<file path="config.mk">
export PLATFORM = sky130hd
export DESIGN_NAME = pwm_duty_sequencer_flat
export DESIGN_NICKNAME = d
export VERILOG_FILES = /design/src/rtl/pwm_duty_sequencer_if.sv /design/src/rtl/pwm_duty_sequencer.sv /design/src/flat_wrapper.sv
export SDC_FILE = /design/constraint.sdc
export NUM_CORES = 1
export LEC_CHECK = 0
export ABC_AREA = 1
export BUFFER_PORTS_ARGS = -buffer_cell sky130_fd_sc_hd__buf_2
export CAP_MARGIN = 20
export CORE_UTILIZATION = 61
export CTS_BUF_LIST = sky130_fd_sc_hd__clkbuf_4
export DETAILED_ROUTE_END_ITERATION = 7
export PLACE_DENSITY = 0.82
export SKIP_CTS_REPAIR_TIMING = 1
export SYNTH_ARGS = -nofsm -noshare
export SYNTH_HDL_FRONTEND = slang
export SYNTH_SLANG_ARGS = --single-unit
</file>
<file path="constraint.sdc">
create_clock -name clk_1MHz -period 2.3 [get_ports clk_1MHz]
set_clock_uncertainty 0.2 [all_clocks]
set_input_delay 0.115 -clock clk_1MHz [delete_from_list [all_inputs] [get_ports clk_1MHz]]
set_output_delay 0.115 -clock clk_1MHz [all_outputs]
set_load 0.005 [all_outputs]
</file>
<file path="src/rtl/pwm_duty_sequencer_if.sv">
// Command, emergency-stop and status bundle between the supervisor and the duty sequencer.
interface pwm_duty_sequencer_if;
  logic       cmd_valid;
  logic [3:0] cmd_target;
  logic       cmd_ready;
  logic       estop;
  logic [3:0] pulse_width;
  logic       period_tick;
  logic       busy;
  logic       at_target;
  logic       fault;

  // Supervisor side: issues commands and estop, observes duty and status.
  modport master (
    output cmd_valid, cmd_target, estop,
    input  cmd_ready, pulse_width, period_tick, busy, at_target, fault
  );

  // Sequencer side.
  modport slave (
    input  cmd_valid, cmd_target, estop,
    output cmd_ready, pulse_width, period_tick, busy, at_target, fault
  );
endinterface

</file>
<file path="src/rtl/pwm_duty_sequencer.sv">
// Soft-start/soft-stop sequencer for the PWM generator's pulse_width: ramps one LSB
// per STEP_PERIODS periods, only at period boundaries, with a sticky emergency stop.
module pwm_duty_sequencer #(
  parameter int unsigned PERIOD       = 2000,
  parameter int unsigned STEP_PERIODS = 4,
  parameter int unsigned PW_MAX       = 15
) (
  input logic                 clk_1MHz,
  input logic                 reset,
  pwm_duty_sequencer_if.slave bus
);

  localparam int unsigned CNT_W   = (PERIOD > 1) ? $clog2(PERIOD) : 1;
  localparam int unsigned DWELL_W = 8;
  localparam int unsigned PW_W    = 4;

  localparam logic [CNT_W-1:0]   PERIOD_LAST = CNT_W'(PERIOD - 1);
  localparam logic [DWELL_W-1:0] DWELL_LAST  = DWELL_W'(STEP_PERIODS - 1);
  localparam logic [PW_W-1:0]    PW_CEIL     = PW_W'(PW_MAX);

  typedef enum logic [1:0] {
    IDLE      = 2'd0,
    RAMP_UP   = 2'd1,
    RAMP_DOWN = 2'd2,
    FAULT     = 2'd3
  } state_t;

  state_t             state_q, state_d;
  logic [CNT_W-1:0]   period_cnt_q;
  logic               period_tick_q;
  logic [DWELL_W-1:0] dwell_q, dwell_d;
  logic [PW_W-1:0]    pw_q, pw_d;
  logic [PW_W-1:0]    target_q, target_d;
  logic               fault_q, fault_d;

  logic               period_end_c;
  logic               cmd_fire_c;
  logic [PW_W-1:0]    cmd_clamped_c;
  logic [PW_W-1:0]    pw_stepped_c;

  assign period_end_c  = (period_cnt_q == PERIOD_LAST);
  assign cmd_fire_c    = bus.cmd_valid && (state_q == IDLE);
  assign cmd_clamped_c = (bus.cmd_target > PW_CEIL) ? PW_CEIL : bus.cmd_target;
  assign pw_stepped_c  = (state_q == RAMP_UP) ? (pw_q + PW_W'(1)) : (pw_q - PW_W'(1));

  // Free-running period phase; keeps counting through FAULT so ticks stay aligned.
  always_ff @(posedge clk_1MHz) begin
    if (reset) begin
      period_cnt_q  <= '0;
      period_tick_q <= 1'b0;
    end else begin
      period_tick_q <= period_end_c;
      period_cnt_q  <= period_end_c ? '0 : (period_cnt_q + CNT_W'(1));
    end
  end

  // State and datapath registers.
  always_ff @(posedge clk_1MHz) begin
    if (reset) begin
      state_q  <= IDLE;
      dwell_q  <= '0;
      pw_q     <= '0;
      target_q <= '0;
      fault_q  <= 1'b0;
    end else begin
      state_q  <= state_d;
      dwell_q  <= dwell_d;
      pw_q     <= pw_d;
      target_q <= target_d;
      fault_q  <= fault_d;
    end
  end

  // Next-state and datapath update; estop is applied last so it overrides everything.
  always_comb begin
    state_d  = state_q;
    dwell_d  = dwell_q;
    pw_d     = pw_q;
    target_d = target_q;
    fault_d  = fault_q;

    case (state_q)
      IDLE: begin
        if (cmd_fire_c) begin
          target_d = cmd_clamped_c;
          dwell_d  = '0;
          if (cmd_clamped_c > pw_q) begin
            state_d = RAMP_UP;
          end else if (cmd_clamped_c < pw_q) begin
            state_d = RAMP_DOWN;
          end
        end
      end

      RAMP_UP, RAMP_DOWN: begin
        // Duty only moves on the last cycle of a period, so no pulse is cut short.
        if (period_end_c) begin
          if (dwell_q == DWELL_LAST) begin
            pw_d    = pw_stepped_c;
            dwell_d = '0;
            if (pw_stepped_c == target_q) begin
              state_d = IDLE;
            end
          end else begin
            dwell_d = dwell_q + DWELL_W'(1);
          end
        end
      end

      FAULT: begin
        pw_d = '0;
      end

      default: begin
        state_d = IDLE;
      end
    endcase

    if (bus.estop) begin
      state_d  = FAULT;
      pw_d     = '0;
      target_d = '0;
      dwell_d  = '0;
      fault_d  = 1'b1;
    end
  end

  assign bus.pulse_width = pw_q;
  assign bus.period_tick = period_tick_q;
  assign bus.fault       = fault_q;
  assign bus.cmd_ready   = (state_q == IDLE);
  assign bus.busy        = (state_q == RAMP_UP) || (state_q == RAMP_DOWN);
  assign bus.at_target   = (state_q == IDLE) && (pw_q == target_q);

endmodule

</file>
<file path="src/flat_wrapper.sv">
// flat-port wrapper written by rule: the top's interface ports become plain ports
module pwm_duty_sequencer_flat 
#(
  parameter int unsigned PERIOD       = 2000,
  parameter int unsigned STEP_PERIODS = 4,
  parameter int unsigned PW_MAX       = 15
)
  (clk_1MHz, reset, bus_cmd_valid, bus_cmd_target, bus_estop, bus_cmd_ready, bus_pulse_width, bus_period_tick, bus_busy, bus_at_target, bus_fault);
  pwm_duty_sequencer_if bus_i ();
  input logic clk_1MHz;
  input logic reset;
  input wire logic [$bits(bus_i.cmd_valid)-1:0] bus_cmd_valid;
  input wire logic [$bits(bus_i.cmd_target)-1:0] bus_cmd_target;
  input wire logic [$bits(bus_i.estop)-1:0] bus_estop;
  output wire logic [$bits(bus_i.cmd_ready)-1:0] bus_cmd_ready;
  output wire logic [$bits(bus_i.pulse_width)-1:0] bus_pulse_width;
  output wire logic [$bits(bus_i.period_tick)-1:0] bus_period_tick;
  output wire logic [$bits(bus_i.busy)-1:0] bus_busy;
  output wire logic [$bits(bus_i.at_target)-1:0] bus_at_target;
  output wire logic [$bits(bus_i.fault)-1:0] bus_fault;
  assign bus_i.cmd_valid = bus_cmd_valid;
  assign bus_i.cmd_target = bus_cmd_target;
  assign bus_i.estop = bus_estop;
  assign bus_cmd_ready = bus_i.cmd_ready;
  assign bus_pulse_width = bus_i.pulse_width;
  assign bus_period_tick = bus_i.period_tick;
  assign bus_busy = bus_i.busy;
  assign bus_at_target = bus_i.at_target;
  assign bus_fault = bus_i.fault;
  pwm_duty_sequencer #(.PERIOD(PERIOD), .STEP_PERIODS(STEP_PERIODS), .PW_MAX(PW_MAX)) u_core (.clk_1MHz(clk_1MHz), .reset(reset), .bus(bus_i));
endmodule
</file>
==> impl_metrics.py, run 1 <==
metrics = {
    "run_status": {
        "status": "finished, violations left",
        "violations": "design-rule violations",
    },
    "yosys": {
        "synth.distinct_cells": 33,
        "yosysWarningCount": 0,
        "synthFlopType": "dfxtp_1",
        "async_reset_ff_frac": 0,
        "synth_edf_count": 0,
        "synthesis.area_um2": 1854,
        "syn_nets": 273,
        "ys_seq_area_frac": 0.3347,
        "synth_top_area_frac": 0.3347,
        "synth_area_leaders": "dfxtp_1 33%, nand2_1 12%, ha_1 7.4%, inv_1 6.9%, nor2_1 5.3%",
        "syn-mean-instance-area_um2": 7.329,
        "ys_ff_latch": 31,
        "postSynthCellCount": 253,
        "synth.largest_area_cell": "dfxtp_1",
    },
    "power_and_ir_drop": {
        "power_frac_comb": 0.374,
        "switching_share": 0.3793,
        "p_sw_uw": 546.3,
        "power.density_nw_per_um2": 681.5,
        "power_uw": 1440,
        "sequentialPowerShare": 0.412,
        "p_int_uw": 893.8,
        "p_leak_uw": 0.0008890,
        "pwr-share-clk": 0.214,
        "vdd_drop_max_uv": 386.4,
    },
    "die": {
        "dieArea_um2": 3264,
        "num_rows": 19,
        "io-pin-count": 17,
        "initial_core_util": 0.6555,
        "chipWidth_um": 57.14,
        "fp.dieH_um": 57.14,
        "coreArea_um2": 2829,
    },
    "layout": {
        "nets": 304,
        "final_layout_size_suffix_gt1_frac": 0.2000,
        "instances_no_fill": 316,
        "syn2layout_area_growth_pct": 13.97,
        "num-fill-cells": 221,
        "antenna_cells": 0,
    },
    "clock_network": {
        "clk_path_buf_depth": 2,
        "clock_sinks": 31,
        "root_buffer": "clkbuf_4",
        "cts_tree": "yes",
        "clk_pin_slew_ns": 0.10,
        "htreeDepth": 2,
        "clock_latency_ns": 0.33,
        "numCtsBuffers": 5,
    },
    "global_route": {
        "first_global_vias": 1582,
        "gr-total-overflow": 0,
        "grt_max_degree": 10,
        "antenna_found_initial": 0,
        "groute.usage.overall": 0.2651,
        "grt_pass1_wl_um": 6644,
    },
    "timing": {
        "clock.fmax_mhz": 463.4,
        "worst_pin_slew_ns": 0.5951,
        "rsz0062_at_grt": "no",
        "maxSlewViolCount": 0,
        "setup_viol": 0,
        "fin_crit_ns": 2.158,
        "fin_crit_sh": 0.9382,
        "tns_ns": 0,
        "finalHoldViolations": 0,
        "max_slew_margin": 0.6018,
    },
    "setup_path": {
        "crit_arrival_ns": 2.19,
        "cp-end-kind": "flop",
        "cp_max_fo": 3,
        "crit_required_ns": 2.33,
        "path_cells": "inv_1 > ha_2 > inv_1 > ha_4 > or2_2 > nand2_1 > nand2_1 > nand3_1 > nand3_1 > nand2_1 > nand2_1 > nand2_1 > a21oi_1",
        "crit_slowest_cell": "dfxtp_2",
        "crit_top_cell": "nand2_1",
        "worstSetupPathType": "flop to flop",
        "start_kind": "flop",
        "max_stage_delay_ns": 0.35,
    },
    "place": {
        "numPortBuffers": 16,
        "gp_congestion": 0.8520,
        "placed_cells": 302,
        "dp_hpwl_um": 2922,
    },
    "drt": {
        "drt-total-wl_um": 3863,
        "remaining_drc_errors": 2,
        "num_vias": 1699,
        "wl_per_cell_um": 12.22,
        "drtPass1Iterations": 6,
        "viasPerCell": 5.377,
        "ant_nets": 0,
        "drt-initial-drc-count": 124,
    },
    "hold_path": {
        "min_path_type": "primary input to flop",
    },
    "run": {
        "maxCapViolations": 0,
    },
}
==> flip-flops by register name, summed over array words and instances, names as in the netlist <==
signal / cells
u_core.bus.fault: 1
u_core.bus.period_tick: 1
u_core.bus.pulse_width: 4
u_core.dwell_q: 8
u_core.period_cnt_q: 11
u_core.state_q: 2
u_core.target_q: 4
==> area by class of cell <==
type | count | area (um^2) | share of cell area
Clock buffer | 6 | 45.04 | 0.02131
Inverter | 37 | 138.9 | 0.06572
Clock inverter | 2 | 7.507 | 0.003552
Tap cell | 31 | 38.79 | 0.01835
Multi-Input combinational cell | 184 | 1099 | 0.5198
Timing Repair Buffer | 25 | 162.7 | 0.07697
Sequential cell | 31 | 621.8 | 0.2943
==> power by group through the flow <==
stage	sequential [uW]	clock (uW)	combinational, uW
after floorplan	601	0	385
after global placement	602	0	501
after detailed placement	603	0	515
after CTS	591	316	517
after global routing	597	346	607
final	593	308	539
==> placed cells by master (no fill, tap or decap), types with 6 or more instances in the layout <==
master         instances
nand3_1               13
nor2_2                 7
dlygate4sd3_1          6
buf_2                 16
a21oi_1               11
nand2_1               59
nor2_1                26
dfxtp_1               30
ha_1                   9
clkbuf_4               6
o21ai_0               13
inv_1                 34
xor2_1                 6
==> synth_stat cells, types with 2 or more instances <==
library cell / count
nand3b_1: 2
a211oi_1: 5
o21ai_0: 13
xor2_1: 6
nor2_1: 26
nor3b_2: 2
nand2_4: 2
a21oi_1: 11
a211oi_2: 2
xnor2_1: 2
nor3b_1: 2
nand2_2: 2
a21oi_2: 3
a31oi_1: 2
nor2_2: 7
nand2_1: 59
inv_2: 3
nand3_2: 2
ha_1: 11
inv_1: 34
nand3_1: 13
dfxtp_1: 31
nor3_1: 3
==> logic make-up after synthesis <==
logic type | Yosys count | share of synthesized area
xor gates and xnor gates | 8 | 0.03779
adders and majority gates | 12 | 0.08502
and+or+nand+nor | 126 | 0.3320
DFF | 31 | 0.3347
AOI/OAI and AO/OA | 38 | 0.1296
buffers and inverters | 38 | 0.08097
==> stage by stage <==
step,util,area [um^2],worst slack (ns),hold slack [ns]
finish,0.7470,2113,0.1422,0.04724
global route,0.7470,2113,0.02419,0.07655
CTS,0.7200,2037,0.06776,-0.1903
detailed placement,0.7015,1984,0.08752,0.1626
global placement,0.7015,1984,0.1774,0.1615
floorplan,-,1854,0.2636,-0.01593
==> final timing paths <==
kind | slack, ns | start | cells after the start | to
max | 0.14 | u_core.state_q[1] | 13 | u_core.state_q[1]
min | 0.05 | bus_cmd_valid | 3 | u_core.target_q[2]
max reg2reg | 0.14 | u_core.state_q[1] | 13 | u_core.state_q[1]
min reg2reg | 0.27 | u_core.period_cnt_q[0] | 1 | u_core.period_cnt_q[0]
==> critical path: cells and delay by family (launching register included) <==
kind | cells | cell delay (ns)
flops | 1 | 0.35
fa+ha+maj | 2 | 0.42
buf+inv | 2 | 0.19
compound gates | 1 | 0.06
simple gates | 8 | 0.85
==> layer usage <==
metal | wire, um | vias to the layer above | GRT usage
li1 | - | 877 | -
met4 | 38 | 0 | 0.08711
met2 | 1801 | 42 | 0.4370
met1 | 1772 | 775 | 0.3352
met5 | 0 | - | 0
met3 | 252 | 5 | 0.07483
Power figures use the tool's default switching activity.
==> run 2: changes to the inputs <==
CELL_PAD_IN_SITES_DETAIL_PLACEMENT = 1   (was unset)
CELL_PAD_IN_SITES_GLOBAL_PLACEMENT = 2   (was unset)
CORE_UTILIZATION = 35   (was 61)
PLACE_DENSITY = unset   (was 0.82)
PLACE_DENSITY_LB_ADDON = 0.1   (was unset)
REMOVE_ABC_BUFFERS = 1   (was unset)
SKIP_LAST_GASP = 1   (was unset)
==> run 2 against run 1 <==
Net effect: the run now ends clean; worst setup slack gained 0.042 ns; fmax grew 2.0%; clock power is essentially flat; final area rose by 3.6%; non-clock buffer count rose by 2; die area grew 71%; global-route usage is 8.7 points lower; critical path type unchanged.
==> impl_metrics.py, run 2 (synthesized netlist as in run 1, its figures left out) <==
metrics = {
    "run_status": {
        "status": "complete, no violations",
    },
    "place": {
        "place_ws_ns": 0.06897,
        "dp_hpwl_um": 3563,
        "gp_congestion": 0.7861,
        "numPortBuffers": 16,
        "placed_cells": 343,
    },
    "setup_path": {
        "crit_arrival_ns": 2.14,
        "worstReg2RegStart": "u_core.state_q[1]",
        "start_kind": "flop",
        "crit_slowest_cell": "dfxtp_2",
        "max_stage_delay_ns": 0.36,
        "cp-endpoint": "u_core.state_q[0]",
        "r2r_end": "u_core.state_q[0]",
        "critical-path-top-delay-family": "simple AND/OR/NAND/NOR gates",
        "reg2reg_depth": 13,
        "crit_top_cell": "nand2_1",
        "crit_required_ns": 2.32,
        "worstSetupPathType": "flop to flop",
        "path_cells": "inv_2 > ha_4 > inv_1 > ha_4 > or2_2 > nand2_1 > nand2_1 > nand3_1 > nand3_1 > nand2_1 > nand2_1 > nand2_1 > a21oi_1",
        "regToRegSetupSlack_ns": 0.18,
        "startpoint": "u_core.state_q[1]",
        "critical_path_cell_count": 13,
        "cp_max_fo": 3,
        "cp-end-kind": "flop",
        "worstPathBufferInverterCount": 2,
    },
    "power_and_ir_drop": {
        "power.density_nw_per_um2": 671.0,
        "power_uw": 1468,
        "p_leak_uw": 0.0008995,
        "vdd_drop_max_uv": 291.0,
    },
    "die": {
        "initial_core_util": 0.3631,
        "dieArea_um2": 5593,
        "fp.dieH_um": 74.79,
        "num_rows": 26,
        "io-pin-count": 17,
        "chipWidth_um": 74.79,
        "coreArea_um2": 5107,
    },
    "drt": {
        "viasPerCell": 4.686,
        "num_vias": 1673,
        "drt-total-wl_um": 4466,
        "ant_nets": 0,
        "wl_per_cell_um": 12.51,
        "drtPass1Iterations": 4,
        "remaining_drc_errors": 0,
        "drt-initial-drc-count": 32,
    },
    "timing": {
        "max_slew_margin": 0.7504,
        "setup_viol": 0,
        "worst_pin_slew_ns": 0.3715,
        "clock.fmax_mhz": 472.7,
        "fin_crit_ns": 2.115,
        "tns_ns": 0,
        "rsz0062_at_grt": "no",
        "finalHoldViolations": 0,
        "maxSlewViolCount": 0,
        "holdWs_ns": 0.001080,
        "fin_crit_sh": 0.9198,
        "setup_ws_ns": 0.1845,
    },
    "layout": {
        "layout_commonest_cell": "nand2_1",
        "instances_no_fill": 357,
        "antenna_cells": 0,
        "final_layout_size_suffix_gt1_frac": 0.2125,
        "regMostFlops": "u_core.period_cnt_q",
        "final_cell_mix": "59 x nand2_1, 33 x inv_1, 29 x dfxtp_1, 26 x nor2_1, 16 x buf_2",
        "syn2layout_area_growth_pct": 18.02,
        "largest_reg_flops": 11,
        "nets": 306,
        "top_regs": "u_core.period_cnt_q: 11 flops, u_core.dwell_q: 8 flops",
    },
    "hold_path": {
        "min_path_type": "primary input to flop",
    },
    "clock_network": {
        "clk_pin_slew_ns": 0.10,
        "root_buffer": "clkbuf_4",
        "htreeDepth": 2,
        "cts_tree": "yes",
        "numCtsBuffers": 5,
        "clk_path_buf_depth": 2,
        "clock_latency_ns": 0.32,
        "clock_sinks": 31,
    },
    "global_route": {
        "first_global_vias": 1625,
        "grt_pass1_wl_um": 7431,
        "groute.usage.overall": 0.1778,
        "gr-total-overflow": 0,
        "grt_max_degree": 12,
        "antenna_found_initial": 0,
    },
    "run": {
        "maxCapViolations": 0,
    },
}
## run 2: cell types whose count changed in the layout (fill, tap and decap cells not counted), sizes merged
| cell | previous run | this run |
|---|---|---|
| buf | 19 | 21 |
## run 2: through the flow
stage,util,area (um^2)
floorplan,-,1843
global placement,0.4010,2048
detailed placement,0.4010,2048
CTS,0.4113,2101
global route,0.4285,2188
finish,0.4285,2188
## run 2: worst min path at each step
stage,cells past startpoint,end,startpoint
after detailed placement,2,u_core.state_q[0],reset
after global routing,3,u_core.target_q[2],bus_cmd_valid
after CTS,2,u_core.bus.period_tick,reset
after global placement,2,u_core.state_q[1],reset
after floorplan,1,u_core.state_q[0],reset
final,3,u_core.target_q[2],bus_cmd_valid
## run 2: final cells by class
type,instances,area [um^2]
Fill cell,691,2919
Multi-Input combinational cell,184,1109
Sequential cell,31,623.1
Timing Repair Buffer,27,177.7
Inverter,37,138.9
Tap cell,70,87.58
Clock buffer,6,45.04
Clock inverter,2,7.507
## run 2: per-layer routing
layer | up-vias | track usage | part of all wire
met5 | - | 0 | 0
li1 | 879 | - | -
met4 | 0 | 0.06918 | 0.016
met2 | 18 | 0.3173 | 0.50
met1 | 771 | 0.2136 | 0.46
met3 | 5 | 0.02811 | 0.021
## run 2: worst reg2reg max path, delay by kind of cell (launching register included)
family / cells / cell delay, ns
AO/OA/AOI/OAI: 1 / 0.05
adder cells (fa/ha/maj): 2 / 0.39
buffers and inverters: 2 / 0.19
flip-flops: 1 / 0.36
AND/OR/NAND/NOR: 8 / 0.81
## run 2: power by group
group | total [uW] | leakage, uW | internal [uW] | switching [uW]
sequential | 597 | 0.000252 | 568 | 28.6
clock | 308 | 0.0000307 | 125 | 183
combinational | 564 | 0.000616 | 212 | 352
